[config.mk]
export PLATFORM = sky130hd
export DESIGN_NAME = exe_cond_unit_flat
export DESIGN_NICKNAME = d
export VERILOG_FILES = /design/src/rtl/exe_cond_unit_if.sv /design/src/rtl/exe_cond_unit.sv /design/src/flat_wrapper.sv
export SDC_FILE = /design/constraint.sdc
export NUM_CORES = 1
export LEC_CHECK = 0
export BUFFER_PORTS_ARGS = -buffer_cell sky130_fd_sc_hd__buf_2
export CAP_MARGIN = 5
export CORE_UTILIZATION = 34
export DETAILED_ROUTE_END_ITERATION = 10
export HOLD_SLACK_MARGIN = 0.08
export PLACE_DENSITY = 0.65
export SYNTH_ARGS = -nofsm -noshare
export SYNTH_HDL_FRONTEND = slang
export SYNTH_SLANG_ARGS = --single-unit
[constraint.sdc]
create_clock -name clk -period 2.9 [get_ports clk]
set_input_delay 0.58 -clock clk [delete_from_list [all_inputs] [get_ports clk]]
set_output_delay 0.58 -clock clk [all_outputs]
set_load 0.02 [all_outputs]
[src/rtl/exe_cond_unit_if.sv]
// Execute-stage condition unit bus: raw Decode controls and ALU flags in,
// condition-gated controls, flush requests, flags and event counters out.
interface exe_cond_unit_if;
  logic        ValidE;
  logic        StallE;
  logic [3:0]  CondE;
  logic [1:0]  FlagWriteE;
  logic        PCSrcE;
  logic        RegWriteE;
  logic        MemWriteE;
  logic        BranchE;
  logic [3:0]  ALUFlags;

  logic        PCSrcG;
  logic        RegWriteG;
  logic        MemWriteG;
  logic        CondExE;
  logic [3:0]  FlagsOut;
  logic        FlushD;
  logic        FlushE;
  logic        RedirectV;
  logic [15:0] ExecCnt;
  logic [15:0] SquashCnt;

  modport master (
    output ValidE, StallE, CondE, FlagWriteE, PCSrcE, RegWriteE, MemWriteE,
           BranchE, ALUFlags,
    input  PCSrcG, RegWriteG, MemWriteG, CondExE, FlagsOut, FlushD, FlushE,
           RedirectV, ExecCnt, SquashCnt
  );

  modport slave (
    input  ValidE, StallE, CondE, FlagWriteE, PCSrcE, RegWriteE, MemWriteE,
           BranchE, ALUFlags,
    output PCSrcG, RegWriteG, MemWriteG, CondExE, FlagsOut, FlushD, FlushE,
           RedirectV, ExecCnt, SquashCnt
  );
endinterface

[src/rtl/exe_cond_unit.sv]
// ARM-style conditional execution unit for the Execute stage: evaluates the
// condition against architectural flags, gates side effects, and tracks redirects.
module exe_cond_unit (
  input logic            clk,
  input logic            reset,
  exe_cond_unit_if.slave bus
);

  localparam logic [0:0] ST_IDLE  = 1'b0;
  localparam logic [0:0] ST_REDIR = 1'b1;
  localparam logic [15:0] CNT_MAX = 16'hFFFF;

  // Condition check over {N,Z,C,V}; AL and the unused encoding both pass.
  function automatic logic cond_pass(input logic [3:0] cond, input logic [3:0] flags);
    logic n, z, c, v;
    logic res;
    n = flags[3];
    z = flags[2];
    c = flags[1];
    v = flags[0];
    case (cond)
      4'h0:    res = z;
      4'h1:    res = ~z;
      4'h2:    res = c;
      4'h3:    res = ~c;
      4'h4:    res = n;
      4'h5:    res = ~n;
      4'h6:    res = v;
      4'h7:    res = ~v;
      4'h8:    res = c & ~z;
      4'h9:    res = ~c | z;
      4'hA:    res = (n == v);
      4'hB:    res = (n != v);
      4'hC:    res = ~z & (n == v);
      4'hD:    res = z | (n != v);
      4'hE:    res = 1'b1;
      4'hF:    res = 1'b1;
      default: res = 1'b1;
    endcase
    return res;
  endfunction

  function automatic logic [15:0] sat_inc(input logic [15:0] cnt, input logic en);
    logic [15:0] res;
    if (en && (cnt != CNT_MAX)) begin
      res = cnt + 16'd1;
    end else begin
      res = cnt;
    end
    return res;
  endfunction

  logic [3:0]  flags_q, flags_d;
  logic [0:0]  state_q, state_d;
  logic        redirect_v_q, redirect_v_d;
  logic [15:0] exec_cnt_q, exec_cnt_d;
  logic [15:0] squash_cnt_q, squash_cnt_d;

  logic        cond_ex_s;
  logic        retire_s;
  logic        go_s;
  logic        squash_s;
  logic        taken_s;

  // Qualify the Execute instruction; the condition sees only registered flags.
  always_comb begin
    cond_ex_s = cond_pass(bus.CondE, flags_q);
    retire_s  = bus.ValidE & ~bus.StallE;
    go_s      = retire_s & cond_ex_s;
    squash_s  = retire_s & ~cond_ex_s;
    taken_s   = go_s & (bus.BranchE | bus.PCSrcE);
  end

  // Next-state flags: N,Z and C,V are written independently.
  always_comb begin
    flags_d = flags_q;
    if (go_s && bus.FlagWriteE[1]) begin
      flags_d[3:2] = bus.ALUFlags[3:2];
    end else begin
      flags_d[3:2] = flags_q[3:2];
    end
    if (go_s && bus.FlagWriteE[0]) begin
      flags_d[1:0] = bus.ALUFlags[1:0];
    end else begin
      flags_d[1:0] = flags_q[1:0];
    end
  end

  // Redirect FSM; a stall freezes it, a second taken redirect extends REDIR.
  always_comb begin
    state_d = state_q;
    case (state_q)
      ST_IDLE: begin
        if (taken_s) begin
          state_d = ST_REDIR;
        end else begin
          state_d = ST_IDLE;
        end
      end
      ST_REDIR: begin
        if (bus.StallE || taken_s) begin
          state_d = ST_REDIR;
        end else begin
          state_d = ST_IDLE;
        end
      end
      default: state_d = ST_IDLE;
    endcase
    redirect_v_d = (state_d == ST_REDIR);
  end

  // Saturating event counters.
  always_comb begin
    exec_cnt_d   = sat_inc(exec_cnt_q, go_s);
    squash_cnt_d = sat_inc(squash_cnt_q, squash_s);
  end

  // State registers; reset clears everything asynchronously.
  always_ff @(posedge clk or negedge reset) begin
    if (!reset) begin
      flags_q      <= 4'b0000;
      state_q      <= ST_IDLE;
      redirect_v_q <= 1'b0;
      exec_cnt_q   <= 16'd0;
      squash_cnt_q <= 16'd0;
    end else begin
      flags_q      <= flags_d;
      state_q      <= state_d;
      redirect_v_q <= redirect_v_d;
      exec_cnt_q   <= exec_cnt_d;
      squash_cnt_q <= squash_cnt_d;
    end
  end

  assign bus.CondExE   = cond_ex_s;
  assign bus.PCSrcG    = bus.PCSrcE & go_s;
  assign bus.RegWriteG = bus.RegWriteE & go_s;
  assign bus.MemWriteG = bus.MemWriteE & go_s;
  assign bus.FlushD    = taken_s;
  assign bus.FlushE    = taken_s;
  assign bus.FlagsOut  = flags_q;
  assign bus.RedirectV = redirect_v_q;
  assign bus.ExecCnt   = exec_cnt_q;
  assign bus.SquashCnt = squash_cnt_q;

endmodule

[src/flat_wrapper.sv]
// flat-port wrapper written by rule: the top's interface ports become plain ports
module exe_cond_unit_flat 
  (clk, reset, bus_ValidE, bus_StallE, bus_CondE, bus_FlagWriteE, bus_PCSrcE, bus_RegWriteE, bus_MemWriteE, bus_BranchE, bus_ALUFlags, bus_PCSrcG, bus_RegWriteG, bus_MemWriteG, bus_CondExE, bus_FlagsOut, bus_FlushD, bus_FlushE, bus_RedirectV, bus_ExecCnt, bus_SquashCnt);
  exe_cond_unit_if bus_i ();
  input logic clk;
  input logic reset;
  input wire logic [$bits(bus_i.ValidE)-1:0] bus_ValidE;
  input wire logic [$bits(bus_i.StallE)-1:0] bus_StallE;
  input wire logic [$bits(bus_i.CondE)-1:0] bus_CondE;
  input wire logic [$bits(bus_i.FlagWriteE)-1:0] bus_FlagWriteE;
  input wire logic [$bits(bus_i.PCSrcE)-1:0] bus_PCSrcE;
  input wire logic [$bits(bus_i.RegWriteE)-1:0] bus_RegWriteE;
  input wire logic [$bits(bus_i.MemWriteE)-1:0] bus_MemWriteE;
  input wire logic [$bits(bus_i.BranchE)-1:0] bus_BranchE;
  input wire logic [$bits(bus_i.ALUFlags)-1:0] bus_ALUFlags;
  output wire logic [$bits(bus_i.PCSrcG)-1:0] bus_PCSrcG;
  output wire logic [$bits(bus_i.RegWriteG)-1:0] bus_RegWriteG;
  output wire logic [$bits(bus_i.MemWriteG)-1:0] bus_MemWriteG;
  output wire logic [$bits(bus_i.CondExE)-1:0] bus_CondExE;
  output wire logic [$bits(bus_i.FlagsOut)-1:0] bus_FlagsOut;
  output wire logic [$bits(bus_i.FlushD)-1:0] bus_FlushD;
  output wire logic [$bits(bus_i.FlushE)-1:0] bus_FlushE;
  output wire logic [$bits(bus_i.RedirectV)-1:0] bus_RedirectV;
  output wire logic [$bits(bus_i.ExecCnt)-1:0] bus_ExecCnt;
  output wire logic [$bits(bus_i.SquashCnt)-1:0] bus_SquashCnt;
  assign bus_i.ValidE = bus_ValidE;
  assign bus_i.StallE = bus_StallE;
  assign bus_i.CondE = bus_CondE;
  assign bus_i.FlagWriteE = bus_FlagWriteE;
  assign bus_i.PCSrcE = bus_PCSrcE;
  assign bus_i.RegWriteE = bus_RegWriteE;
  assign bus_i.MemWriteE = bus_MemWriteE;
  assign bus_i.BranchE = bus_BranchE;
  assign bus_i.ALUFlags = bus_ALUFlags;
  assign bus_PCSrcG = bus_i.PCSrcG;
  assign bus_RegWriteG = bus_i.RegWriteG;
  assign bus_MemWriteG = bus_i.MemWriteG;
  assign bus_CondExE = bus_i.CondExE;
  assign bus_FlagsOut = bus_i.FlagsOut;
  assign bus_FlushD = bus_i.FlushD;
  assign bus_FlushE = bus_i.FlushE;
  assign bus_RedirectV = bus_i.RedirectV;
  assign bus_ExecCnt = bus_i.ExecCnt;
  assign bus_SquashCnt = bus_i.SquashCnt;
  exe_cond_unit u_core (.clk(clk), .reset(reset), .bus(bus_i));
endmodule
# Word-level counts from Yosys, hierarchy flattened
# Index checks and enable logic that the tools add are counted.
# word_totals
input_bits	18
reg_bits	37
output_inout_bits	43
wordCells	56
# classes
muxes	4
n_eq_ne	19
n_reduce_logical	7
n_addsub	2
bitwise	19
# op_table
cell	n
$add 16x1->16 const B	2
$eq 4x4->1 const B	8
$ne 16x16->1 const B	2
$eq 4x3->1 const B	4
$pmux 1 s15	1
$and 1x1->1	9
$eq 4x2->1 const B	2
$not 1->1	7
$eq 4x1->1 const B	1
$logic_and 1x1->1	4
$logic_not 4->1	1
$or 1x1->1	3
$mux 1	2
$pmux 1 s2	1
$reduce_or 2->1	1
$eq 1x1->1	1
$logic_or 1x1->1	1
$ne 1x1->1	1

# Longest topological paths before layout
# Gate-level depths: netlist of the first run.
# logic_depth
depth_word	8
mapped_depth	9
depth_no_buf	8

# Worst setup path before layout of the first run
# No wires, ideal clock.
# synth_timing
path_kind	input to output
from	in bus_CondE[2]
to	out bus_FlushE
path_slack_ps	20
path_stages	7
arrival_time_ps	2300
n_path_buf	2
path_cell_list	clkbuf_2 > or4b_1 > a311oi_2 > a211oi_2 > a21boi_4 > o21a_1 > buf_4
# synth_via
elab_chain_cells	5
# synth_rtl
item	line	text
from (decl)	flat_wrapper.sv:9	input wire logic [$bits(bus_i.CondE)-1:0] bus_CondE;
$eq 4x4->1	exe_cond_unit.sv:21	case (cond)
$reduce_or 2->1 (no source line)	--	
$pmux 1 s15 (*)	exe_cond_unit.sv:21	
$and 1x1->1 (*)	exe_cond_unit.sv:69	go_s = retire_s & cond_ex_s;
$and 1x1->1 (*)	exe_cond_unit.sv:71	taken_s = go_s & (bus.BranchE | bus.PCSrcE);
to (decl)	flat_wrapper.sv:22	output wire logic [$bits(bus_i.FlushE)-1:0] bus_FlushE;
# Every way passes the cells marked *; elsewhere a longest branch is shown, timed or not.

# Worst setup path after layout of the first run
# layout_timing
from	reg u_core.flags_q[0] (netlist: u_core.bus.FlagsOut[0])
to	out bus_FlushD
# layout_via
elab_chain_cells	5
# layout_rtl
item	line	text
from (decl)	exe_cond_unit.sv:53	logic [3:0] flags_q, flags_d;
from (signal assigned)	exe_cond_unit.sv:127	flags_q <= flags_d;
$ne 1x1->1 or $eq 1x1->1 (tied branches)	--	
$or 1x1->1 or $and 1x1->1 (tied branches)	exe_cond_unit.sv:35, exe_cond_unit.sv:34	
$pmux 1 s15 (*)	exe_cond_unit.sv:21	
$and 1x1->1 (*)	exe_cond_unit.sv:69	
$and 1x1->1 (*)	exe_cond_unit.sv:71	
to (decl)	flat_wrapper.sv:21	output wire logic [$bits(bus_i.FlushD)-1:0] bus_FlushD;
# Marked as above.

==> impl_results.md, run 1 <==
* Outcome: completed
* Cell Count, Final, Fillers Out at 327
* Initial core utilization at a little over a third
* Post-place instance area at around 0.0024 mm2
* Slew Limit Fails at 0
* Sequential Area at just over 900 um2
* RSZ-0062 raised after global routing: false
* Die Height at a little under 80 um
* Top achievable clock speed at 0.3620 GHz
* Final HPWL DP at ~3.0 mm
* Via count at 1585
* Synth-to-layout area growth at 26.99%
* Routed WL at 4.101 mm
* Via count of the first global-routing pass at around 1500
* First-pass detailed-route iteration total at 3
* FP Rows at 27
* Remaining antenna violation count at 0
* Max Cap Viol at 0
* DRC viols at 0
* Clock transition at path regs at 0.08 ns
* Hold_buf cts at 0
* Syn avg cell area at approximately 11 um2
* I/O Buffers at 60
* Chip Width at approximately 78 um
* Final setup vio count at 0
* Pleak at about 0.0013 uW
* Multi-input logic area at a little under 0.001 mm2
* Core area at 0.005540 mm2
* Die footprint at 0.006089 mm2
* Remaining Overflow, GRT at 0
* CTS Buf Count at 5
* Setup Buffers After CTS at 0
* Worst Setup Slack, final at around 0.14 ns
* Vias per cell at ~4.8
* Ant. Diodes at 0
* Yosys warns at 0
* Yosys cell types at 40
* Starting DRT DRC Count at 29
* Sink Count at 37
* Post-Place Cells at between 300 and 400
* Cells after Synth at between 150 and 200
* Seq/Total Area, Yosys at between 40% and 50%
* Power Density at between 600 and 700 mW/mm2
* Crit share post-route at 95.25%
* Internal power at about 1100 uW
* Setup WS pre-CTS at roughly 0.09 ns
* Least-Margin Pin Slew at about 0.84 ns
* Final instance area at roughly 0.0025 mm2
* Worst EP required at 2.32 ns
* Layout fillers at roughly 560
* NetSw at ~610 uW
* Io pins at 61
* Mapped cell area at about 0.0020 mm2
* Pwr Total at approximately 1700 uW
* CTS root buffer: clkbuf_8
* Tmin final at 2.762 ns
* Worst-Skew Late Latency at 0.28 ns
* Depth of the CTS H-tree at 2
* Fin nets at around 270
* CP Data Arrival Time at around 2.2 ns
* First-pass GRT wire length at ~7.0 mm
* Switch share at around 35%
* Crit path max fanout at 7
* Hold WC Path Type: input pin to async pin
* Tot GR Track Use at between 10% and 20%
* Share of layout cells above drive strength 1 at a little over a third
* Slew margin rel. at around 44%
* Syn nets at slightly above 200
* Clock power share at 26.3%
* Clk buf depth at 2
* Seq pwr share at a little over two fifths
* Worst Clk Skew at approximately 0.010 ns
* Largest net degree at the start of global routing at 38
* Worst ir drop on vdd at 0.2619 mV
* Initial antenna violation count at 0
* GP Congestion at between 0.7 and 0.8
* CTS tree: done
* Crit Path Class: flop to output pin
* Fin Setup TNS at 0 ns
* Crit start category: flop
* Logic pwr share at 31.1%
* Wire per inst at around 13 um
* #FFs+latches synth at 37
* Crit end category: output pin
* Post_cts resized at 0
* Final hold viol count at 0
path summary, 6_finish.rpt:
kind                                               startpoint                                   to  slack (ns)  cells after the start
min in group clk                     u_core.state_q$_DFF_PN0_             u_core.state_q$_DFF_PN0_        0.48                      1
hold reg to reg                      u_core.state_q$_DFF_PN0_             u_core.state_q$_DFF_PN0_        0.48                      1
setup reg to reg           u_core.bus.FlagsOut[0]$_DFFE_PN0P_   u_core.bus.FlagsOut[2]$_DFFE_PN0P_        0.64                      7
max in group asynchronous                               reset   u_core.bus.FlagsOut[0]$_DFFE_PN0P_        1.92                      1
hold / removal                                          reset  u_core.bus.SquashCnt[9]$_DFFE_PN0P_        0.39                      1
setup / recovery           u_core.bus.FlagsOut[0]$_DFFE_PN0P_                           bus_FlushD        0.14                      6
stage by stage:
stage               hold WS, ns  util, %
finish                   0.3895    45.05
CTS                      0.4240    45.01
global placement         0.4658    42.91
global route             0.4578    45.05
floorplan                0.2844        -
detailed placement       0.4644    42.91
kinds of logic after synthesis:
logic type | synth area share [%]
xor+xnor | 14.26
flops | 47.10
simple gates | 23.04
compound gates | 7.575
mux | 3.437
fa+ha+maj | 1.273
buf+inv | 3.310
cell usage after synthesis, drive strengths merged:
cell	instances	area, um2
and4	2	17.52
nand3	14	70.07
a221oi	1	15.01
a22oi	1	7.510
clkbuf	3	12.51
a211oi	1	12.51
nor2b	2	12.51
nor4	7	50.05
nor4b	2	17.52
a41oi	2	17.52
nand3b	2	15.01
nor2	7	26.28
nand4	8	50.05
a311oi	1	15.01
xor2	14	122.6
and2b	1	7.510
nor3	4	25.02
xnor2	18	157.7
a2bb2oi	1	8.760
ha	2	25.02
and3	8	50.05
dfrtp	37	925.9
inv	5	18.77
nand2	13	48.80
o21ai	3	18.77
or4b	1	10.01
a21boi	1	18.77
a21oi	4	20.02
and2	5	31.28
nand2b	2	12.51
nand4b	1	8.760
a21o	1	7.510
buf	4	33.78
mux2	6	67.56
o21a	1	7.510
per-layer routing:
layer / up-vias / global-route usage, % / wire length, um
met5: - / 0 / 0
met4: 0 / 5.000 / 54
met3: 6 / 2.791 / 153
met2: 32 / 23.81 / 1913
met1: 753 / 19.10 / 1980
li1: 794 / - / -
critical path, cell delays in order (launching register included):
cell and delay [ns]:
dfrtp_2 0.45, or4b_1 0.54, a311oi_2 0.24, a211oi_2 0.11
a21boi_4 0.20, o21a_2 0.20, buf_2 0.17
placed cells by master, fill, tap and decap left out, drive strengths merged, types with 3 or more instances in the layout:
cell type  count
mux2           6
inv            5
nor3           4
nand3         14
xnor2         18
and3           8
nand4          8
clkbuf         7
xor2          14
nor4           7
nor2           7
and2           5
nand2         13
a21oi          4
o21ai          3
dfrtp         37
buf           69
flip-flops by register name, indices dropped and copies added, names as in the netlist:
signal                count
u_core.bus.FlagsOut       4
u_core.bus.ExecCnt       16
u_core.state_q            1
u_core.bus.SquashCnt     16
power groups by stage:
stage               clock [uW]  sequential [uW]  combinational [uW]
floorplan                    0              852                 250
global placement             0              742                 539
detailed placement           0              746                 545
CTS                        477              736                 547
global route               495              759                 590
finish                     456              737                 540
layout make-up:
type	count	share of cell area, %
inverter	5	0.7519
timing repair buffer	69	14.74
multi-input combinational	136	39.10
clock inverter	1	1.203
tap	72	3.609
sequential	37	37.14
clock buffer	7	3.459
Note: power is estimated with default switching activity, not from simulation.
==> inputs of run 2 (changes only) <==
==> constraint.sdc (replaced) <==
create_clock -name clk -period 2.9 [get_ports clk]
set_input_delay 0.145 -clock clk [delete_from_list [all_inputs] [get_ports clk]]
set_output_delay 0.145 -clock clk [all_outputs]
set_load 0.02 [all_outputs]
==> impl_results.md, run 2 (synthesis results as in run 1) <==
* Remaining Overflow, GRT at 0
* Critical hold path startpoint: bus_ALUFlags[3]
* RR Startpoint: u_core.bus.FlagsOut[0]$_DFFE_PN0P_
* Most common cell after layout, fill and taps aside: buf_2
* First-pass GRT wire length at between 6 and 7 mm
* Ant. Diodes at 0
* Via count of the first global-routing pass at about 1400
* RSZ-0062 raised after global routing: false
* GP Congestion at 0.7264
* Final HPWL DP at 3.033 mm
* Crit path max fanout at 18
* Final setup vio count at 0
* CTS root buffer: clkbuf_8
* Outcome: completed
* First-pass detailed-route iteration total at 4
* Post_cts resized at 0
* Tmin final at about 2.6 ns
* Via count at between 1500 and 2000
* Slew margin rel. at about 45%
* Least-Margin Pin Slew at between 0.8 and 0.9 ns
* Fin nets at between 200 and 300
* Hold WC Path Type: input pin to flop
* Starting DRT DRC Count at 50
* Crit start category: flop
* Setup Buffers After CTS at 0
* Hold_buf cts at 4
* Wire per inst at roughly 13 um
* Routed WL at about 4.2 mm
* Worst EP required at 2.76 ns
* Slew Limit Fails at 0
* Die Height at 78.04 um
* Largest net degree at the start of global routing at 38
* Top achievable clock speed at 0.3774 GHz
* Chip Width at ~78 um
* Initial core utilization at between 30% and 40%
* Most frequent cells in the layout: buf_2 (60), dfrtp_1 (37), xnor2_1 (18)
* FP Rows at 27
* Share of layout cells above drive strength 1 at between 30% and 40%
* Fin Setup TNS at 0 ns
* Die footprint at 0.006089 mm2
* Layout fillers at 555
* Initial antenna violation count at 0
* Clk buf depth at 2
* Core area at 0.005540 mm2
* Vias per cell at ~4.9
* Worst-Skew Late Latency at just under 0.3 ns
* DRC viols at 0
* CTS tree: done
* Pleak at between 0.001 and 0.0015 uW
* Depth of the CTS H-tree at 2
* Max Cap Viol at 0
* Tot GR Track Use at 14.57%
* Crit share post-route at between 90% and 100%
* Setup WS pre-CTS at between 0.5 and 0.6 ns
* Crit end category: output pin
* Clock transition at path regs at 0.07 ns
* CP Data Arrival Time at approximately 2.5 ns
* Critical path launch point: u_core.bus.FlagsOut[0]$_DFFE_PN0P_
* Remaining antenna violation count at 0
* Worst ir drop on vdd at 0.2945 mV
* Synth-to-layout area growth at 27.56%
* Final hold viol count at 0
* Worst Clk Skew at 0.008148 ns
* Power Density at about 700 mW/mm2
* CTS Buf Count at 5
* Worst Setup Slack, final at 0.2501 ns
* Sink Count at 37
* Crit Path Class: flop to output pin
* Io pins at just over 60
* I/O Buffers at 60
==> run 2: cell type report <==
| class | count | area, um2 | share of cell area [%] |
|---|---|---|---|
| flip-flops and latches | 37 | 925.9 | 36.93 |
| inverters | 5 | 18.77 | 0.7485 |
| repair buffers | 69 | 377.9 | 15.07 |
| clock buffers | 6 | 82.58 | 3.293 |
| well taps | 72 | 90.09 | 3.593 |
| clock inverters | 2 | 37.54 | 1.497 |
| multi-input cells | 136 | 974.7 | 38.87 |
==> run 2: power breakdown <==
group	switching, uW	internal (uW)
clock network	192	280
logic	323	225
registers	121	615
total	635	1120
==> run 2: critical path: stages (launching register included) <==
cell	delay, ns
dfrtp_1	0.44
or4b_1	0.54
a311oi_2	0.23
a211oi_2	0.11
a21boi_4	0.42
o21a_1	0.28
buf_2	0.19
==> run 2: worst paths after layout <==
path                                                            end  depth (start not counted)  slack (ns)
worst min-delay path             u_core.bus.FlagsOut[3]$_DFFE_PN0P_                          2        0.09
worst max-delay path                                     bus_FlushD                          6        0.25
worst max register to register  u_core.bus.SquashCnt[5]$_DFFE_PN0P_                          7        0.51
worst min register to register             u_core.state_q$_DFF_PN0_                          1        0.48
max in group asynchronous         u_core.bus.ExecCnt[9]$_DFFE_PN0P_                          2        1.90
min in group asynchronous       u_core.bus.SquashCnt[8]$_DFFE_PN0P_                          2        0.48
==> run 2: through the flow <==
step                utilization [%]  hold slack (ns)  instances  power (uW)  area (um2)
global placement              42.37           0.2947        315        1277        2347
detailed placement            42.37           0.2940        315        1294        2347
floorplan                         -          -0.1506        185        1102        1966
global route                  45.26          0.08414        327        1855        2507
finish                        45.26          0.08860        327        1755        2507
CTS                           45.26          0.08560        327        1776        2507
==> run 2: layer usage <==
metal	track usage (%)	wire [um]	vias up
li1	-	-	793
met1	18.69	1937	772
met2	23.36	1933	48
met3	3.721	222	5
met4	6.111	72	0
met5	0	0	-
==> inputs of run 3 (changes only) <==
==> constraint.sdc (replaced) <==
create_clock -name clk -period 2.9 [get_ports clk]
set_input_delay 0.29 -clock clk [delete_from_list [all_inputs] [get_ports clk]]
set_output_delay 0.29 -clock clk [all_outputs]
set_load 0.02 [all_outputs]
==> impl_results.md, run 3 (synthesis results as in run 1) <==
* Clk buf depth at 2
* Clock transition at path regs at 0.08 ns
* Remaining Overflow, GRT at 0
* Depth of the CTS H-tree at 2
* Starting DRT DRC Count at 50
* Slew margin rel. at roughly 44%
* First-pass detailed-route iteration total at 4
* Crit share post-route at between 80% and 90%
* Remaining antenna violation count at 0
* Final hold viol count at 0
* Core area at about 0.0055 mm2
* CP Data Arrival Time at 2.27 ns
* Pleak at approximately 0.0012 uW
* WL met3 at roughly 190 um
* Fin nets at 270
* Via count of the first global-routing pass at 1502
* Wire per inst at 13.21 um
* WHS at between 0.09 and 0.1 ns
* Most frequent cells in the layout: buf_2 (60), dfrtp_1 (37), xnor2_1 (18)
* Hold_buf cts at 0
* Largest net degree at the start of global routing at 38
* CTS Buf Count at 5
* Crit start category: flop
* Least-Margin Pin Slew at 0.8381 ns
* Setup Buffers After CTS at 0
* DR WL met2 at a little under 2 mm
* Final setup vio count at 0
* CTS root buffer: clkbuf_8
* Vias per cell at between 4 and 5
* Tmin final at about 2.6 ns
* Tot GR Track Use at between 10 and 15%
* Synth-to-layout area growth at 23.62%
* Crit path max fanout at 7
* Sink Count at 37
* Die footprint at around 0.006 mm2
* First-pass GRT wire length at about 7.1 mm
* Final Core Density at between 40% and 50%
* Worst ir drop on vdd at between 0.2 and 0.25 mV
* Worst EP required at 2.61 ns
* Outcome: completed
* Ant. Diodes at 0
* Io pins at 61
* Power Density at between 600 and 700 mW/mm2
* Share of layout cells above drive strength 1 at approximately 34%
* Crit Path Class: flop to output pin
* Via count at approximately 1600
* Hold WC Path Type: input pin to async pin
* Initial antenna violation count at 0
* Initial core utilization at a little over a third
* Post_cts resized at 0
* Top achievable clock speed at just under 0.4 GHz
* Max Cap Viol at 0
* Layout fillers at approximately 570
* Slew Limit Fails at 0
* Sequential Area at ~930 um2
* DRC viols at 0
* Chip Width at approximately 78 um
* CTS tree: done
* FP Rows at 27
* RSZ-0062 raised after global routing: false
* Die Height at about 78 um
* Met1 wire length at a little over 2 mm
* Crit end category: output pin
* I/O Buffers at 60
* Most common cell after layout, fill and taps aside: buf_2
* Multi-input logic area at 974.7 um2
* Worst-Skew Late Latency at 0.29 ns
* Fin Setup TNS at 0 ns
* Worst Clk Skew at 0.006865 ns
* Routed WL at between 4 and 5 mm
* Final HPWL DP at a little over 3 mm
* Top Layer Used: met4
* GP Congestion at 0.8088
-- run 3: layout make-up --
type | instances | area share, %
Tap cell | 72 | 3.708
Clock buffer | 6 | 2.987
Multi-Input combinational cell | 136 | 40.11
Inverter | 5 | 0.7724
Timing Repair Buffer | 65 | 13.90
Clock inverter | 2 | 0.4119
Sequential cell | 37 | 38.11
-- run 3: worst paths after layout --
path                       slack (ns)                              endpoint  depth (start not counted)                                from
setup / recovery                 0.34                            bus_FlushD                          6  u_core.bus.FlagsOut[0]$_DFFE_PN0P_
hold / removal                   0.09   u_core.bus.SquashCnt[9]$_DFFE_PN0P_                          1                               reset
setup reg to reg                 0.61  u_core.bus.SquashCnt[13]$_DFFE_PN0P_                          8  u_core.bus.FlagsOut[0]$_DFFE_PN0P_
hold reg to reg                  0.48              u_core.state_q$_DFF_PN0_                          1            u_core.state_q$_DFF_PN0_
max in group asynchronous        2.27     u_core.bus.ExecCnt[0]$_DFFE_PN0P_                          1                               reset
min in group clk                 0.21              u_core.state_q$_DFF_PN0_                          2                          bus_StallE
-- run 3: metrics by stage --
step / power (uW) / instance area (um2) / cells / setup WS (ns)
2_1_floorplan: 1102 / 1966 / 185 / 0.5343
3_3_place_gp: 1279 / 2347 / 315 / 0.6651
3_5_place_dp: 1294 / 2347 / 315 / 0.6196
4_1_cts: 1660 / 2430 / 323 / 0.2998
5_1_grt: 1734 / 2430 / 323 / 0.2307
6_report: 1633 / 2430 / 323 / 0.3353
-- run 3: layer usage --
metal / track usage [%] / vias to the layer above
met5: 0 / -
met3: 3.721 / 4
met4: 5.000 / 0
met2: 23.98 / 36
met1: 19.72 / 778
li1: - / 784
-- run 3: power breakdown --
part           internal [uW]  switching (uW)  leakage (uW)  total, uW
clock network            167             191     0.0000450        358
registers                615             120      0.000479        736
logic                    221             319      0.000694        540
-- run 3: worst max-delay path, stage by stage (launching register included) --
cell and delay, ns:
dfrtp_1 0.45, or4b_1 0.54, a311oi_2 0.23, a211oi_2 0.11, a21boi_4 0.21, o21a_1 0.23, buf_2 0.19
